--- config.mk ---
export PLATFORM = sky130hd
export DESIGN_NAME = mtip_hdr_extract
export DESIGN_NICKNAME = d
export VERILOG_FILES = /design/src/rtl/mtip_fe_pkg.sv /design/src/rtl/mtip_sat_cntr.sv /design/src/rtl/mtip_hdr_extract.sv
export SDC_FILE = /design/constraint.sdc
export NUM_CORES = 1
export LEC_CHECK = 0
export BUFFER_PORTS_ARGS = -buffer_cell sky130_fd_sc_hd__buf_2
export CAP_MARGIN = 40
export CORE_UTILIZATION = 57
export DETAILED_ROUTE_END_ITERATION = 8
export PLACE_DENSITY = 0.87
export SKIP_LAST_GASP = 1
export SYNTH_ARGS = -nofsm -noshare
export SYNTH_HDL_FRONTEND = slang
export SYNTH_SLANG_ARGS = --single-unit
--- constraint.sdc ---
create_clock -name iCLK -period 19.3 [get_ports iCLK]
set_input_delay 0.965 -clock iCLK [delete_from_list [all_inputs] [get_ports iCLK]]
set_output_delay 0.965 -clock iCLK [all_outputs]
set_load 0.05 [all_outputs]
--- src/rtl/mtip_fe_pkg.sv ---
`default_nettype none
// ============================================================================
//  Package     : mtip_fe_pkg
//  Description : Shared constants and types for the MTIP RX front end:
//                FC header word indices, frame-status bit positions, the
//                header-extract FSM encoding and the default frame limit.
//  Revision    : 1.0  initial release
// ============================================================================
package mtip_fe_pkg;

  // FC header word indices (word 0 is the first word of a frame)
  localparam int HDR_RCTL_DID  = 0;
  localparam int HDR_CSCTL_SID = 1;
  localparam int HDR_TYPE_FCTL = 2;
  localparam int HDR_SEQ       = 3;
  localparam int HDR_OXRX      = 4;
  localparam int HDR_PARAM     = 5;

  // Bit positions inside oFRM_STAT = {giant, trunc, runt, err}
  localparam int STAT_ERR   = 0;
  localparam int STAT_RUNT  = 1;
  localparam int STAT_TRUNC = 2;
  localparam int STAT_GIANT = 3;

  // Largest legal frame: 6 header words + 528 payload words
  localparam int DEFAULT_MAX_WORDS = 534;

  // Header-extract FSM encoding
  typedef enum logic [1:0] {
    ST_IDLE = 2'd0,
    ST_HDR  = 2'd1,
    ST_PAY  = 2'd2
  } hx_state_t;

endpackage : mtip_fe_pkg
`default_nettype wire

--- src/rtl/mtip_sat_cntr.sv ---
`default_nettype none
// ============================================================================
//  Module      : mtip_sat_cntr
//  Description : Saturating up-counter with synchronous clear. Clear takes
//                priority over a coincident increment; the count holds at
//                all-ones once reached.
//  Revision    : 1.0  initial release
// ============================================================================
module mtip_sat_cntr #(
  parameter int CNT_W = 32
) (
  input  logic             clk_i,
  input  logic             rst_i,
  input  logic             inc_i,
  input  logic             clr_i,
  output logic [CNT_W-1:0] cnt_o
);

  logic [CNT_W-1:0] cnt_q;

  // Count register: clear first, then increment unless already saturated
  always_ff @(posedge clk_i or posedge rst_i) begin
    if (rst_i) begin
      cnt_q <= '0;
    end else if (clr_i) begin
      cnt_q <= '0;
    end else if (inc_i && (cnt_q != {CNT_W{1'b1}})) begin
      cnt_q <= cnt_q + CNT_W'(1);
    end
  end

  assign cnt_o = cnt_q;

endmodule : mtip_sat_cntr
`default_nettype wire

--- src/rtl/mtip_hdr_extract.sv ---
`default_nettype none
// ============================================================================
//  Module      : mtip_hdr_extract
//  Description : Captures the FC header of each received frame, forwards the
//                payload with one cycle of registered latency, reports frame
//                length/status at frame close and keeps saturating frame,
//                error and orphan-word statistics.
//  Revision    : 1.0  initial release
// ============================================================================
module mtip_hdr_extract
  import mtip_fe_pkg::*;
#(
  parameter int HDR_WORDS = 6,
  parameter int MAX_WORDS = DEFAULT_MAX_WORDS,
  parameter int LEN_W     = 12,
  parameter int CNT_W     = 32
) (
  input  logic                    iCLK,
  input  logic                    iRESET,
  input  logic [31:0]             iDATA,
  input  logic                    iSOP,
  input  logic                    iEOP,
  input  logic                    iERR,
  input  logic                    iDVAL,
  input  logic                    iCNT_CLR,
  output logic [HDR_WORDS*32-1:0] oHDR,
  output logic                    oHDR_VALID,
  output logic [31:0]             oPAY_DATA,
  output logic                    oPAY_VALID,
  output logic                    oPAY_SOP,
  output logic                    oPAY_EOP,
  output logic                    oFRM_DONE,
  output logic [LEN_W-1:0]        oFRM_LEN,
  output logic [3:0]              oFRM_STAT,
  output logic [CNT_W-1:0]        oFRM_CNT,
  output logic [CNT_W-1:0]        oERR_CNT,
  output logic [CNT_W-1:0]        oORPHAN_CNT
);

  localparam logic [LEN_W-1:0] LEN_HDR = LEN_W'(HDR_WORDS);
  localparam logic [LEN_W-1:0] LEN_MAX = LEN_W'(MAX_WORDS);
  localparam logic [LEN_W-1:0] LEN_SAT = LEN_W'(MAX_WORDS + 1);

  hx_state_t               state_q, state_d;
  logic [LEN_W-1:0]        len_q, len_d;
  logic                    pay_first_q, pay_first_d;  // next forwarded beat is the first
  logic                    giant_q, giant_d;          // words have been dropped this frame
  logic [HDR_WORDS*32-1:0] shadow_q, shadow_d;        // header under assembly
  logic [HDR_WORDS*32-1:0] hdr_q, hdr_d;
  logic                    hdr_valid_q, hdr_valid_d;
  logic [31:0]             pay_data_q, pay_data_d;
  logic                    pay_valid_q, pay_valid_d;
  logic                    pay_sop_q, pay_sop_d;
  logic                    pay_eop_q, pay_eop_d;
  logic                    done_q, done_d;
  logic [LEN_W-1:0]        frm_len_q, frm_len_d;
  logic [3:0]              frm_stat_q, frm_stat_d;

  logic                    w_close;
  logic [3:0]              w_close_stat;
  logic                    w_start;
  logic                    w_orphan;
  logic [LEN_W-1:0]        w_len_inc;

  // Frame length increment, pinned at MAX_WORDS+1 once the frame is giant
  assign w_len_inc = (len_q >= LEN_SAT) ? LEN_SAT : (len_q + LEN_W'(1));

  // Next-state and output decode for the header/payload FSM
  always_comb begin
    state_d      = state_q;
    len_d        = len_q;
    pay_first_d  = pay_first_q;
    giant_d      = giant_q;
    shadow_d     = shadow_q;
    hdr_d        = hdr_q;
    hdr_valid_d  = 1'b0;
    pay_data_d   = '0;
    pay_valid_d  = 1'b0;
    pay_sop_d    = 1'b0;
    pay_eop_d    = 1'b0;
    done_d       = 1'b0;
    frm_len_d    = frm_len_q;
    frm_stat_d   = frm_stat_q;
    w_close      = 1'b0;
    w_close_stat = '0;
    w_start      = 1'b0;
    w_orphan     = 1'b0;

    if (iDVAL) begin
      case (state_q)
        ST_IDLE: begin
          if (iSOP) w_start  = 1'b1;
          else      w_orphan = 1'b1;
        end

        ST_HDR, ST_PAY: begin
          if (iSOP) begin
            // A new SOP truncates the open frame; the SOP word itself opens
            // the next frame in this same cycle.
            w_close                  = 1'b1;
            w_close_stat[STAT_TRUNC] = 1'b1;
            w_close_stat[STAT_GIANT] = giant_q;
            frm_len_d                = len_q;
            if (state_q == ST_PAY) begin
              pay_valid_d = 1'b1;
              pay_sop_d   = pay_first_q;
              pay_eop_d   = 1'b1;
            end
            w_start = 1'b1;
          end else if (state_q == ST_HDR) begin
            for (int i = 0; i < HDR_WORDS; i++) begin
              if (len_q == LEN_W'(i)) shadow_d[(HDR_WORDS-1-i)*32 +: 32] = iDATA;
            end
            len_d = len_q + LEN_W'(1);
            if (len_d == LEN_HDR) begin
              hdr_valid_d = 1'b1;
              hdr_d       = shadow_d;
              state_d     = ST_PAY;
            end
            if (iEOP) begin
              w_close                 = 1'b1;
              w_close_stat[STAT_ERR]  = iERR;
              w_close_stat[STAT_RUNT] = (len_d < LEN_HDR);
              frm_len_d               = len_d;
              state_d                 = ST_IDLE;
            end
          end else begin
            len_d = w_len_inc;
            if (len_q < LEN_MAX) begin
              pay_valid_d = 1'b1;
              pay_data_d  = iDATA;
              pay_sop_d   = pay_first_q;
              pay_eop_d   = iEOP;
              pay_first_d = 1'b0;
            end else begin
              giant_d = 1'b1;
            end
            if (iEOP) begin
              w_close                  = 1'b1;
              w_close_stat[STAT_ERR]   = iERR;
              w_close_stat[STAT_GIANT] = giant_d;
              frm_len_d                = len_d;
              state_d                  = ST_IDLE;
            end
          end
        end

        default: state_d = ST_IDLE;
      endcase

      // Open a new frame with this word as header word 0. A SOP+EOP word is
      // a complete 1-word runt; if it also truncated an open frame, only the
      // truncated frame is reported.
      if (w_start) begin
        shadow_d[(HDR_WORDS-1-HDR_RCTL_DID)*32 +: 32] = iDATA;
        len_d       = LEN_W'(1);
        pay_first_d = 1'b1;
        giant_d     = 1'b0;
        state_d     = ST_HDR;
        if (iEOP) begin
          state_d = ST_IDLE;
          if (!w_close) begin
            w_close                 = 1'b1;
            w_close_stat[STAT_ERR]  = iERR;
            w_close_stat[STAT_RUNT] = 1'b1;
            frm_len_d               = LEN_W'(1);
          end
        end
      end
    end

    if (w_close) begin
      done_d     = 1'b1;
      frm_stat_d = w_close_stat;
    end
  end

  // State and output registers; reset discards any frame in progress
  always_ff @(posedge iCLK or posedge iRESET) begin
    if (iRESET) begin
      state_q     <= ST_IDLE;
      len_q       <= '0;
      pay_first_q <= 1'b0;
      giant_q     <= 1'b0;
      shadow_q    <= '0;
      hdr_q       <= '0;
      hdr_valid_q <= 1'b0;
      pay_data_q  <= '0;
      pay_valid_q <= 1'b0;
      pay_sop_q   <= 1'b0;
      pay_eop_q   <= 1'b0;
      done_q      <= 1'b0;
      frm_len_q   <= '0;
      frm_stat_q  <= '0;
    end else begin
      state_q     <= state_d;
      len_q       <= len_d;
      pay_first_q <= pay_first_d;
      giant_q     <= giant_d;
      shadow_q    <= shadow_d;
      hdr_q       <= hdr_d;
      hdr_valid_q <= hdr_valid_d;
      pay_data_q  <= pay_data_d;
      pay_valid_q <= pay_valid_d;
      pay_sop_q   <= pay_sop_d;
      pay_eop_q   <= pay_eop_d;
      done_q      <= done_d;
      frm_len_q   <= frm_len_d;
      frm_stat_q  <= frm_stat_d;
    end
  end

  mtip_sat_cntr #(.CNT_W(CNT_W)) u_frm_cntr (
    .clk_i (iCLK),
    .rst_i (iRESET),
    .inc_i (w_close),
    .clr_i (iCNT_CLR),
    .cnt_o (oFRM_CNT)
  );

  mtip_sat_cntr #(.CNT_W(CNT_W)) u_err_cntr (
    .clk_i (iCLK),
    .rst_i (iRESET),
    .inc_i (w_close && (w_close_stat != 4'd0)),
    .clr_i (iCNT_CLR),
    .cnt_o (oERR_CNT)
  );

  mtip_sat_cntr #(.CNT_W(CNT_W)) u_orphan_cntr (
    .clk_i (iCLK),
    .rst_i (iRESET),
    .inc_i (w_orphan),
    .clr_i (iCNT_CLR),
    .cnt_o (oORPHAN_CNT)
  );

  assign oHDR       = hdr_q;
  assign oHDR_VALID = hdr_valid_q;
  assign oPAY_DATA  = pay_data_q;
  assign oPAY_VALID = pay_valid_q;
  assign oPAY_SOP   = pay_sop_q;
  assign oPAY_EOP   = pay_eop_q;
  assign oFRM_DONE  = done_q;
  assign oFRM_LEN   = frm_len_q;
  assign oFRM_STAT  = frm_stat_q;

endmodule : mtip_hdr_extract
`default_nettype wire

==> results of run 1 <==
==> critical path: cells and delay by family, from the launching register on <==
kind / cells / cell delay, ns
AOI/OAI and AO/OA: 2 / 0.40
and+or+nand+nor: 5 / 1.38
buffers and inverters: 3 / 1.32
DFF: 1 / 0.57
adders and majority gates: 1 / 0.46
==> stage by stage <==
step           cells  total power, mW  utilization  area, µm²  hold slack [ns]
2_1_floorplan   2209            3.023            -      24390           0.4572
3_3_place_gp    2983            3.440       0.6295      26470           0.4475
3_5_place_dp    2994            3.510       0.6356      26720           0.4613
4_1_cts         3091            4.606       0.6790      28540           0.3533
5_1_grt         3091            4.788       0.6790      28540           0.3682
6_report        3091            4.595       0.6790      28540           0.3652
==> kinds of logic (layout without fill, tap and decap cells) <==
kind of cell,Yosys count,in the layout,share of synthesized area
compound gates,397,397,0.09377
xor+xnor,56,56,0.02011
fa+ha+maj,13,13,0.006669
buf+inv,198,541,0.03699
flops,549,549,0.5633
mux,363,363,0.1576
simple gates,633,633,0.1216
==> layer usage <==
metal  GRT usage  up-vias  wire length [µm]
li1            -     8297                 -
met1      0.4121     9413             27610
met2      0.4963      727             31910
met3     0.05500       99              4787
met4     0.08798        2              1419
met5           0        -                16
==> flip-flops by register name, summed over array words and instances, names as in the netlist <==
name / count
oHDR: 192
shadow_q: 192
oPAY_DATA: 32
u_err_cntr.cnt_o: 32
u_frm_cntr.cnt_o: 32
u_orphan_cntr.cnt_o: 32
len_q: 12
oFRM_LEN: 12
oFRM_STAT: 4
state_q: 2
giant_q: 1
oFRM_DONE: 1
oHDR_VALID: 1
oPAY_EOP: 1
oPAY_SOP: 1
oPAY_VALID: 1
pay_first_q: 1
==> report_power, final <==
part	internal (mW)	total [mW]	switching [mW]	leakage [nW]
logic	0.509	1.80	1.29	5.98
clock network	0.626	1.07	0.448	0.885
registers	1.50	1.72	0.224	7.29
total	2.64	4.59	1.96	14.2
==> area by class of cell <==
class                   instances  area [µm²]  share of cell area
multi-input cells            1462        9842              0.3448
clock buffers                  81        1594             0.05585
repair buffers                411        2335             0.08180
inverters                      33       131.4            0.004603
well taps                     539       674.4             0.02363
flip-flops and latches        549       13740              0.4813
clock inverters                16       229.0            0.008022
==> cell usage in the layout (no fill, tap or decap), types with 5 or more instances in the layout <==
master / netlist / final
clkbuf_1: 109 / 14
a21oi_1: 239 / 239
nor2_1: 304 / 302
nor4_1: 11 / 11
o21ai_0: 61 / 61
mux2i_1: 195 / 195
or2_2: 6 / 6
a31oi_1: 6 / 6
mux2_2: 168 / 168
a22o_1: 37 / 37
or4_1: 5 / 5
nand3_1: 53 / 51
nor2b_1: 13 / 10
nand2_1: 81 / 81
a22oi_1: 8 / 8
xnor2_1: 31 / 31
nand4_1: 24 / 24
buf_2: 16 / 379
o31ai_1: 6 / 6
xor2_1: 25 / 25
and4_1: 10 / 10
clkbuf_16: 0 / 55
clkbuf_8: 0 / 12
clkinv_2: 0 / 5
ha_1: 13 / 13
buf_4: 23 / 21
buf_16: 0 / 8
and3_1: 17 / 17
and2_1: 40 / 40
dfrtp_1: 549 / 549
inv_1: 33 / 32
o211ai_1: 7 / 7
nor3_1: 26 / 23
o21a_1: 5 / 5
or3_1: 31 / 31
==> how the worst max path moves through the flow <==
stage	to	slack [ns]
3_3_place_gp	oHDR[124]$_DFFE_PP0P_	14.81
3_5_place_dp	oHDR[92]$_DFFE_PP0P_	14.84
2_1_floorplan	giant_q$_DFFE_PP0P_	2.99
6_report	oHDR[92]$_DFFE_PP0P_	14.62
5_1_grt	oHDR[157]$_DFFE_PP0P_	14.39
4_1_cts	oHDR[89]$_DFFE_PP0P_	14.74
==> run summary, run 1 <==
Nets@finish: 2564
Synth Area per Inst: 11.04 µm²
DRC viols: 0
Register area share after synthesis: 0.5633
Total CTS buffers: 55
Resized cells post-CTS: 0
Initial cell density of the core: 0.5802
Cell mode on critical path: and3_1
Fillers: 2973
Syn Nets: 2261
IO Pins: 380
Area grow syn2layout: 17.03%
Setup Skew: 0.01759 ns
R2R Setup Slk: 14.62 ns
Top cell type's share of synthesized area: 0.5633
Setup violators final: 0
H-tree depth: 2
Synth unique cells: 63
Vias in the first global route: 18620
Rows: 75
ANT nets after route: 0
Arr. time, crit path: 5.19 ns
Cell taking the most area after synthesis: dfrtp_1
Largest net degree at the start of global routing: 275
Global Route Usage Sum: 0.3020
Hold Vio Cnt, Final: 0
Synthesized area: 24390 µm²
Global-route wire length before repair: 103900 µm
RePlAce Congestion: 0.9104
Fmax: 213.5 MHz
Critical Path Max Stage Delay: 0.62 ns
Clock transition at path regs: 0.06 ns
Final worst setup slack: 14.62 ns
Startpoint Class: register
Synth top cells by count: 549 x dfrtp_1, 304 x nor2_1, 239 x a21oi_1
Cts hold-fix bufs: 0
CP Max Fanout: 274
Async SR Flop Fraction: 1.000
Die area: 43620 µm²
Core ar.: 42040 µm²
Max-cap viol count: 0
Worst slack, placed: 14.84 ns
Leak: 14.15 nW
Clock sink count: 549
Initial antenna violation count: 1
Proportion of layout cells with a drive suffix above 1: 0.2692
Unrepaired setup endpoints after global routing: no
Setup crit end kind: register
WP data required: 19.80 ns
Final slew viol count: 0
Class of the most critical hold timing path: in2async
Via count: 18540
Area contributors post-synth: dfrtp_1 56%, mux2i_1 8.0%, mux2_2 7.8%
CTS tree: yes
Worst path slowest cell: or4_1
Worst r2r src: len_q[0]$_DFFE_PP0P_
WL/cell: 21.27 µm
Maximum VDD drop: 150.6 µV
Iteration-0 DRC Markers: 1803
Deepest clock path buffer count: 3
Critical path origin: len_q[0]$_DFFE_PP0P_
PD cells: 161.0 nW/µm²
R2R depth: 11
Worst skew pair latency: 0.61 ns
CP cell instances: ha_1 -> and3_1 -> and3_1 -> a32oi_1 -> or4_1 -> nor3_4 -> buf_4 -> buf_16 -> buf_12 -> nor2_1 -> a21oi_1
Status: completed
Setup Crit Path Kind: reg2reg
Number of synthesized flops with an enable pin: 0
Post-Synthesis Cells: 2209
IO buf count: 379
R2r endpoint: oHDR[92]$_DFFE_PP0P_
Die width: 208.9 µm
Measured slew at the worst slew-check pin: 1.318 ns
Most common flop cell mapped by yosys: dfrtp_1
Avg Vias per Cell: 5.997
Min cycle time layout: 4.685 ns
Most frequent cell after synthesis: dfrtp_1
Warnings, synthesis: 0
Detail Placement HPWL: 42630 µm
Number of synthesized register bits: 549
Final WL: 65750 µm
Grt ovf: 0
CTS root buf: clkbuf_16
Final cycle utilization of the critical path: 0.2427
N_diodes: 0
First drt pass iteration count: 5
Die height: 208.9 µm
Post-CTS Setup Bufs: 0
Setup_tns: 0 ns
Max-slew headroom: 0.1212
Power figures use the tool's default switching activity.
==> run 2, diff against run 1 <==
--- a/config.mk
+++ b/config.mk
@@ -7,9 +7,9 @@
 export LEC_CHECK = 0
 export BUFFER_PORTS_ARGS = -buffer_cell sky130_fd_sc_hd__buf_2
 export CAP_MARGIN = 40
-export CORE_UTILIZATION = 57
+export CORE_UTILIZATION = 52
 export DETAILED_ROUTE_END_ITERATION = 8
-export PLACE_DENSITY = 0.87
+export PLACE_DENSITY = 0.84
 export SKIP_LAST_GASP = 1
 export SYNTH_ARGS = -nofsm -noshare
 export SYNTH_HDL_FRONTEND = slang
==> constraint.sdc (replaced) <==
create_clock -name iCLK -period 4 [get_ports iCLK]
set_input_delay 0.2 -clock iCLK [delete_from_list [all_inputs] [get_ports iCLK]]
set_output_delay 0.2 -clock iCLK [all_outputs]
set_load 0.05 [all_outputs]
==> run 2 against run 1 <==
Effect of this change: non-clock buffer count is 51 higher; global-route usage shrank 1.7 points; worst setup slack got worse by 14 ns; sequential cell count unchanged.
==> run summary, run 2 (synthesized netlist as in run 1, its figures left out) <==
Status: completed
Hold path cells: 3
Arr. time, crit path: 4.17 ns
Hold Vio Cnt, Final: 0
Sequential share of power: 0.371
Via count: 18680
Largest net degree at the start of global routing: 154
Iteration-0 DRC Markers: 1731
Rows: 78
WL/cell: 21.43 µm
Global Route Usage Sum: 0.2852
Core ar.: 45770 µm²
PD cells: 767.7 nW/µm²
Initial antenna violation count: 1
Die area: 47780 µm²
Setup crit end kind: register
Max-slew headroom: 0.4335
Final Util: 0.6363
Final WL: 68640 µm
Switching power: 9.597 mW
Internal cell power: 12.76 mW
Proportion of layout cells with a drive suffix above 1: 0.2697
Nets@finish: 2615
R2R depth: 9
CP Max Fanout: 66
Final std cells w/o fill: 3203
Fmax: 275.8 MHz
Worst r2r src: len_q[2]$_DFFE_PP0P_
Deepest clock path buffer count: 3
Post-CTS Setup Bufs: 0
IO Pins: 380
Class of the most critical hold timing path: in2reg
Die width: 218.6 µm
Most frequent cells in the layout: 549 x dfrtp_1, 379 x buf_2, 302 x nor2_1
Hold Crit Start: iEOP
N_diodes: 0
Final cycle utilization of the critical path: 0.9064
Initial cell density of the core: 0.5329
Total CTS buffers: 55
IO buf count: 379
Worst skew pair latency: 0.65 ns
Power share of the combinational group: 0.394
Sw Share: 0.4292
Setup violators final: 0
H-tree depth: 2
Final slew viol count: 0
Detail Placement HPWL: 44320 µm
R2r endpoint: oHDR[176]$_DFFE_PP0P_
WP data required: 4.54 ns
Clock transition at path regs: 0.07 ns
Leading cell type in the layout, fill and taps excluded: dfrtp_1
CTS root buf: clkbuf_16
Hold path endpoint: oFRM_LEN[4]$_DFFE_PP0P_
Unrepaired setup endpoints after global routing: no
Avg Vias per Cell: 5.832
Clock group share of total power: 0.235
Leak: 14.38 nW
Area grow syn2layout: 19.41%
Die height: 218.6 µm
First drt pass iteration count: 5
Startpoint Class: register
Clock sink count: 549
Setup Crit Path Kind: reg2reg
Min cycle time layout: 3.626 ns
Global-route wire length before repair: 106600 µm
DRC viols: 0
Maximum VDD drop: 772.6 µV
Cells after DPL: 3070
Setup Skew: 0.04832 ns
Vias in the first global route: 18810
CTS tree: yes
Max-cap viol count: 0
Measured slew at the worst slew-check pin: 0.8441 ns
Fillers: 3433
Grt ovf: 0
ANT nets after route: 0
RePlAce Congestion: 0.9347
R2R Setup Slk: 0.37 ns
run 2: cell types whose count changed in the layout (fill, tap and decap cells not counted), moves of 2 or more:
cell	previous run	this run
dlygate4sd3_1	0	36
buf_12	3	15
buf_4	21	30
buf_16	8	2
clkinv_2	5	9
clkinv_16	0	2
run 2: stage by stage:
stage          power (mW)  area (µm²)  setup WS [ns]  setup TNS, ns  hold slack (ns)
3_3_place_gp        16.73       26850         0.6400              0           0.3107
4_1_cts             22.43       29130         0.4110              0        0.0002721
2_1_floorplan       14.59       24390         -3.670       -2014.76           0.3637
5_1_grt             23.31       29130        0.09445              0          0.08334
3_5_place_dp        17.05       26940         0.4609              0           0.3163
6_report            22.36       29130         0.3744              0          0.04518
run 2: routing by layer:
metal	routed length [µm]	vias up	track usage
met2	33380	697	0.4675
met3	5571	131	0.06667
met4	1771	0	0.09277
met5	0	-	0
met1	27920	9461	0.3729
li1	-	8392	-
run 2: worst max-delay path by stage:
stage                           startpoint                               end  slack (ns)  cells after the start
global placement      len_q[2]$_DFFE_PP0P_             oHDR[118]$_DFFE_PP0P_        0.64                      9
floorplan                           iRESET               giant_q$_DFFE_PP0P_       -3.67                      1
global route        state_q[0]$_DFFE_PP0P_  u_err_cntr.cnt_o[28]$_DFFE_PP0P_        0.09                      9
finish                len_q[2]$_DFFE_PP0P_             oHDR[176]$_DFFE_PP0P_        0.37                      9
CTS                   len_q[2]$_DFFE_PP0P_             oHDR[176]$_DFFE_PP0P_        0.41                      9
detailed placement  state_q[0]$_DFFE_PP0P_  u_err_cntr.cnt_o[27]$_DFFE_PP0P_        0.46                      9
run 2: timing repair:
action,4_1_cts,5_1_grt
hold buffers,36,0
resized for setup,0,0
endpoints found under the hold margin,119,0
run 2: worst max-delay path, stage by stage (launching register included):
cell and delay (ns):
dfrtp_1 0.62, nand3_1 0.30, or4_1 0.58, o311a_1 0.16, or4_1 0.64, nor3_4 0.29
buf_12 0.28, buf_12 0.30, nor2_1 0.09, a21oi_1 0.22
run 2: layout make-up:
class,count,area [µm²],area share
timing repair buffer,462,2838,0.09743
inverter,33,127.6,0.004382
clock buffer,80,1580,0.05426
sequential,549,13740,0.4717
clock inverter,17,249.0,0.008549
multi-input combinational,1462,9842,0.3379
tap,600,750.7,0.02578
run 2: power groups by stage:
stage                     logic [mW]  registers (mW)  clock network, mW
after floorplan                 3.11            11.5                  0
after global placement          8.50            8.23                  0
after detailed placement        8.74            8.31                  0
after CTS                       8.83            8.28               5.32
after global routing            9.32            8.46               5.53
final                           8.81            8.30               5.25
==> run 3, diff against run 2 <==
--- a/config.mk
+++ b/config.mk
@@ -9,6 +9,7 @@
 export CAP_MARGIN = 40
 export CORE_UTILIZATION = 52
 export DETAILED_ROUTE_END_ITERATION = 8
+export GPL_TIMING_DRIVEN = 0
 export PLACE_DENSITY = 0.84
 export SKIP_LAST_GASP = 1
 export SYNTH_ARGS = -nofsm -noshare
==> run 3 against run 2 <==
Effect of this change: routed wire length rose by 8.9%; clock skew rose by 0.0033 ns; die area did not move; power rose by 1.9%; worst hold slack improved by 0.039 ns; cell count rose by 4.5%; critical endpoint is now oHDR[56]$_DFFE_PP0P_; largest cell class unchanged; highest routed layer is now met5.
==> run summary, run 3 (synthesized netlist as in run 1, its figures left out) <==
Most frequent cells in the layout: 549 x dfrtp_1, 396 x buf_2, 304 x nor2_1
Class of the most critical hold timing path: in2reg
PD cells: 766.7 nW/µm²
Proportion of layout cells with a drive suffix above 1: 0.2631
Global-route wire length before repair: 114800 µm
Iteration-0 DRC Markers: 1832
Hold path endpoint: giant_q$_DFFE_PP0P_
R2R depth: 10
First drt pass iteration count: 6
Cell family with most CP delay: buffers and inverters
Die width: 218.6 µm
Fillers: 3419
Leading cell type in the layout, fill and taps excluded: dfrtp_1
WL/cell: 22.34 µm
Worst Path Buf+Inv: 3
Max-cap viol count: 0
Sw Share: 0.4299
R2R Setup Slk: 0.23 ns
Clock sink count: 549
Reg area: 13740 µm²
Post-CTS Setup Bufs: 0
Cell mode on critical path: buf_2
Min cycle time layout: 3.766 ns
Hold path cells: 4
Worst r2r src: len_q[0]$_DFFE_PP0P_
Global Route Usage Sum: 0.3128
Final WL: 74750 µm
Vias in the first global route: 20080
Clock transition at path regs: 0.06 ns
Final Util: 0.6493
Post-DP Area: 27390 µm²
Initial cell density of the core: 0.5329
CTS root buf: clkbuf_16
Worst path slowest cell: dfrtp_1
Hold Vio Cnt, Final: 0
Nets@finish: 2753
Leak: 14.67 nW
Arr. time, crit path: 4.27 ns
Measured slew at the worst slew-check pin: 0.9503 ns
Sequential share of power: 0.366
Total CTS buffers: 55
Max-slew headroom: 0.3651
Setup Crit Path Kind: reg2reg
H-tree depth: 2
CP cell instances: ha_1 -> clkbuf_1 -> nand3_1 -> a211oi_1 -> nor2_1 -> or4_1 -> nor3_4 -> buf_2 -> buf_2 -> a21oi_1
Maximum VDD drop: 930.9 µV
WP data required: 4.50 ns
Largest net degree at the start of global routing: 43
Via count: 19620
Status: completed
Deepest clock path buffer count: 3
R2r endpoint: oHDR[56]$_DFFE_PP0P_
Final cycle utilization of the critical path: 0.9416
Area grow syn2layout: 21.84%
Unrepaired setup endpoints after global routing: no
Final slew viol count: 0
CTS tree: yes
Power share of the combinational group: 0.391
Fmax: 265.5 MHz
RePlAce Congestion: 0.9059
Avg Vias per Cell: 5.863
Die area: 47780 µm²
Post-route cell area: 29720 µm²
Rows: 78
Setup crit end kind: register
IO buf count: 378
Internal cell power: 12.99 mW
Multi-input logic area: 9768 µm²
CP Max Fanout: 10
Startpoint Class: register
Setup Skew: 0.05161 ns
Worst skew pair latency: 0.65 ns
Hold Crit Start: iDVAL
Die height: 218.6 µm
IO Pins: 380
Clock group share of total power: 0.243
Detail Placement HPWL: 52830 µm
Switching power: 9.795 mW
Grt ovf: 0
DRC viols: 0
Core ar.: 45770 µm²
Initial antenna violation count: 1
Critical Path Max Stage Delay: 0.57 ns
Setup violators final: 0
ANT nets after route: 0
run 3: power by group through the flow:
stage               clock (mW)  sequential, mW  combinational, mW
floorplan                    0            11.5               3.11
global placement             0            8.26               8.51
detailed placement           0            8.34               8.76
CTS                       5.59            8.28               8.86
global route              5.80            8.47               9.40
finish                    5.53            8.33               8.92
run 3: what timing repair did:
action	CTS	global route
hold buffers	35	0
hold endpoints to repair	124	0
gates resized for setup	0	3
setup endpoints to repair	0	52
run 3: how the worst max path moves through the flow:
stage	from	end	slack [ns]	depth (start not counted)
after floorplan	iRESET	giant_q$_DFFE_PP0P_	-3.67	1
after global placement	iRESET	oHDR[13]$_DFFE_PP0P_	-6.34	2
after detailed placement	len_q[11]$_DFFE_PP0P_	shadow_q[146]$_DFFE_PP0P_	0.17	8
after CTS	len_q[11]$_DFFE_PP0P_	shadow_q[146]$_DFFE_PP0P_	0.18	8
after global routing	len_q[0]$_DFFE_PP0P_	oHDR[56]$_DFFE_PP0P_	0.08	10
final	len_q[0]$_DFFE_PP0P_	oHDR[56]$_DFFE_PP0P_	0.23	10
run 3: layout make-up:
type                       count  area share
antenna                        2   0.0001684
buffer                       165     0.02640
inverter                      33    0.004294
sequential                   549      0.4623
clock inverter                26     0.01263
timing repair buffer         435     0.08753
multi-input combinational   1462      0.3287
tap                          600     0.02526
clock buffer                  74     0.05275
run 3: through the flow:
| stage | power (mW) | hold slack [ns] | worst slack, ns | instances | TNS, ns |
|---|---|---|---|---|---|
| global placement | 16.78 | 0.4646 | -6.336 | 3187 | -3441.76 |
| global route | 23.68 | 0.1107 | 0.07672 | 3344 | 0 |
| detailed placement | 17.10 | 0.3505 | 0.1680 | 3208 | 0 |
| floorplan | 14.59 | 0.3637 | -3.670 | 2209 | -2014.76 |
| CTS | 22.73 | 0.05544 | 0.1795 | 3343 | 0 |
| finish | 22.79 | 0.08417 | 0.2335 | 3346 | 0 |
run 3: routing by layer:
| metal | up-vias | track usage | routed length (µm) |
|---|---|---|---|
| met1 | 9967 | 0.4011 | 29840 |
| met4 | 2 | 0.1294 | 2634 |
| met2 | 778 | 0.5093 | 36190 |
| li1 | 8694 | - | - |
| met5 | - | 0 | 11 |
| met3 | 177 | 0.07321 | 6074 |
run 3: tightest hold or removal path: stages:
cell	delay, ns
buf_2	0.12
nor2b_1	0.18
nand4_1	0.11
nand2_1	0.05
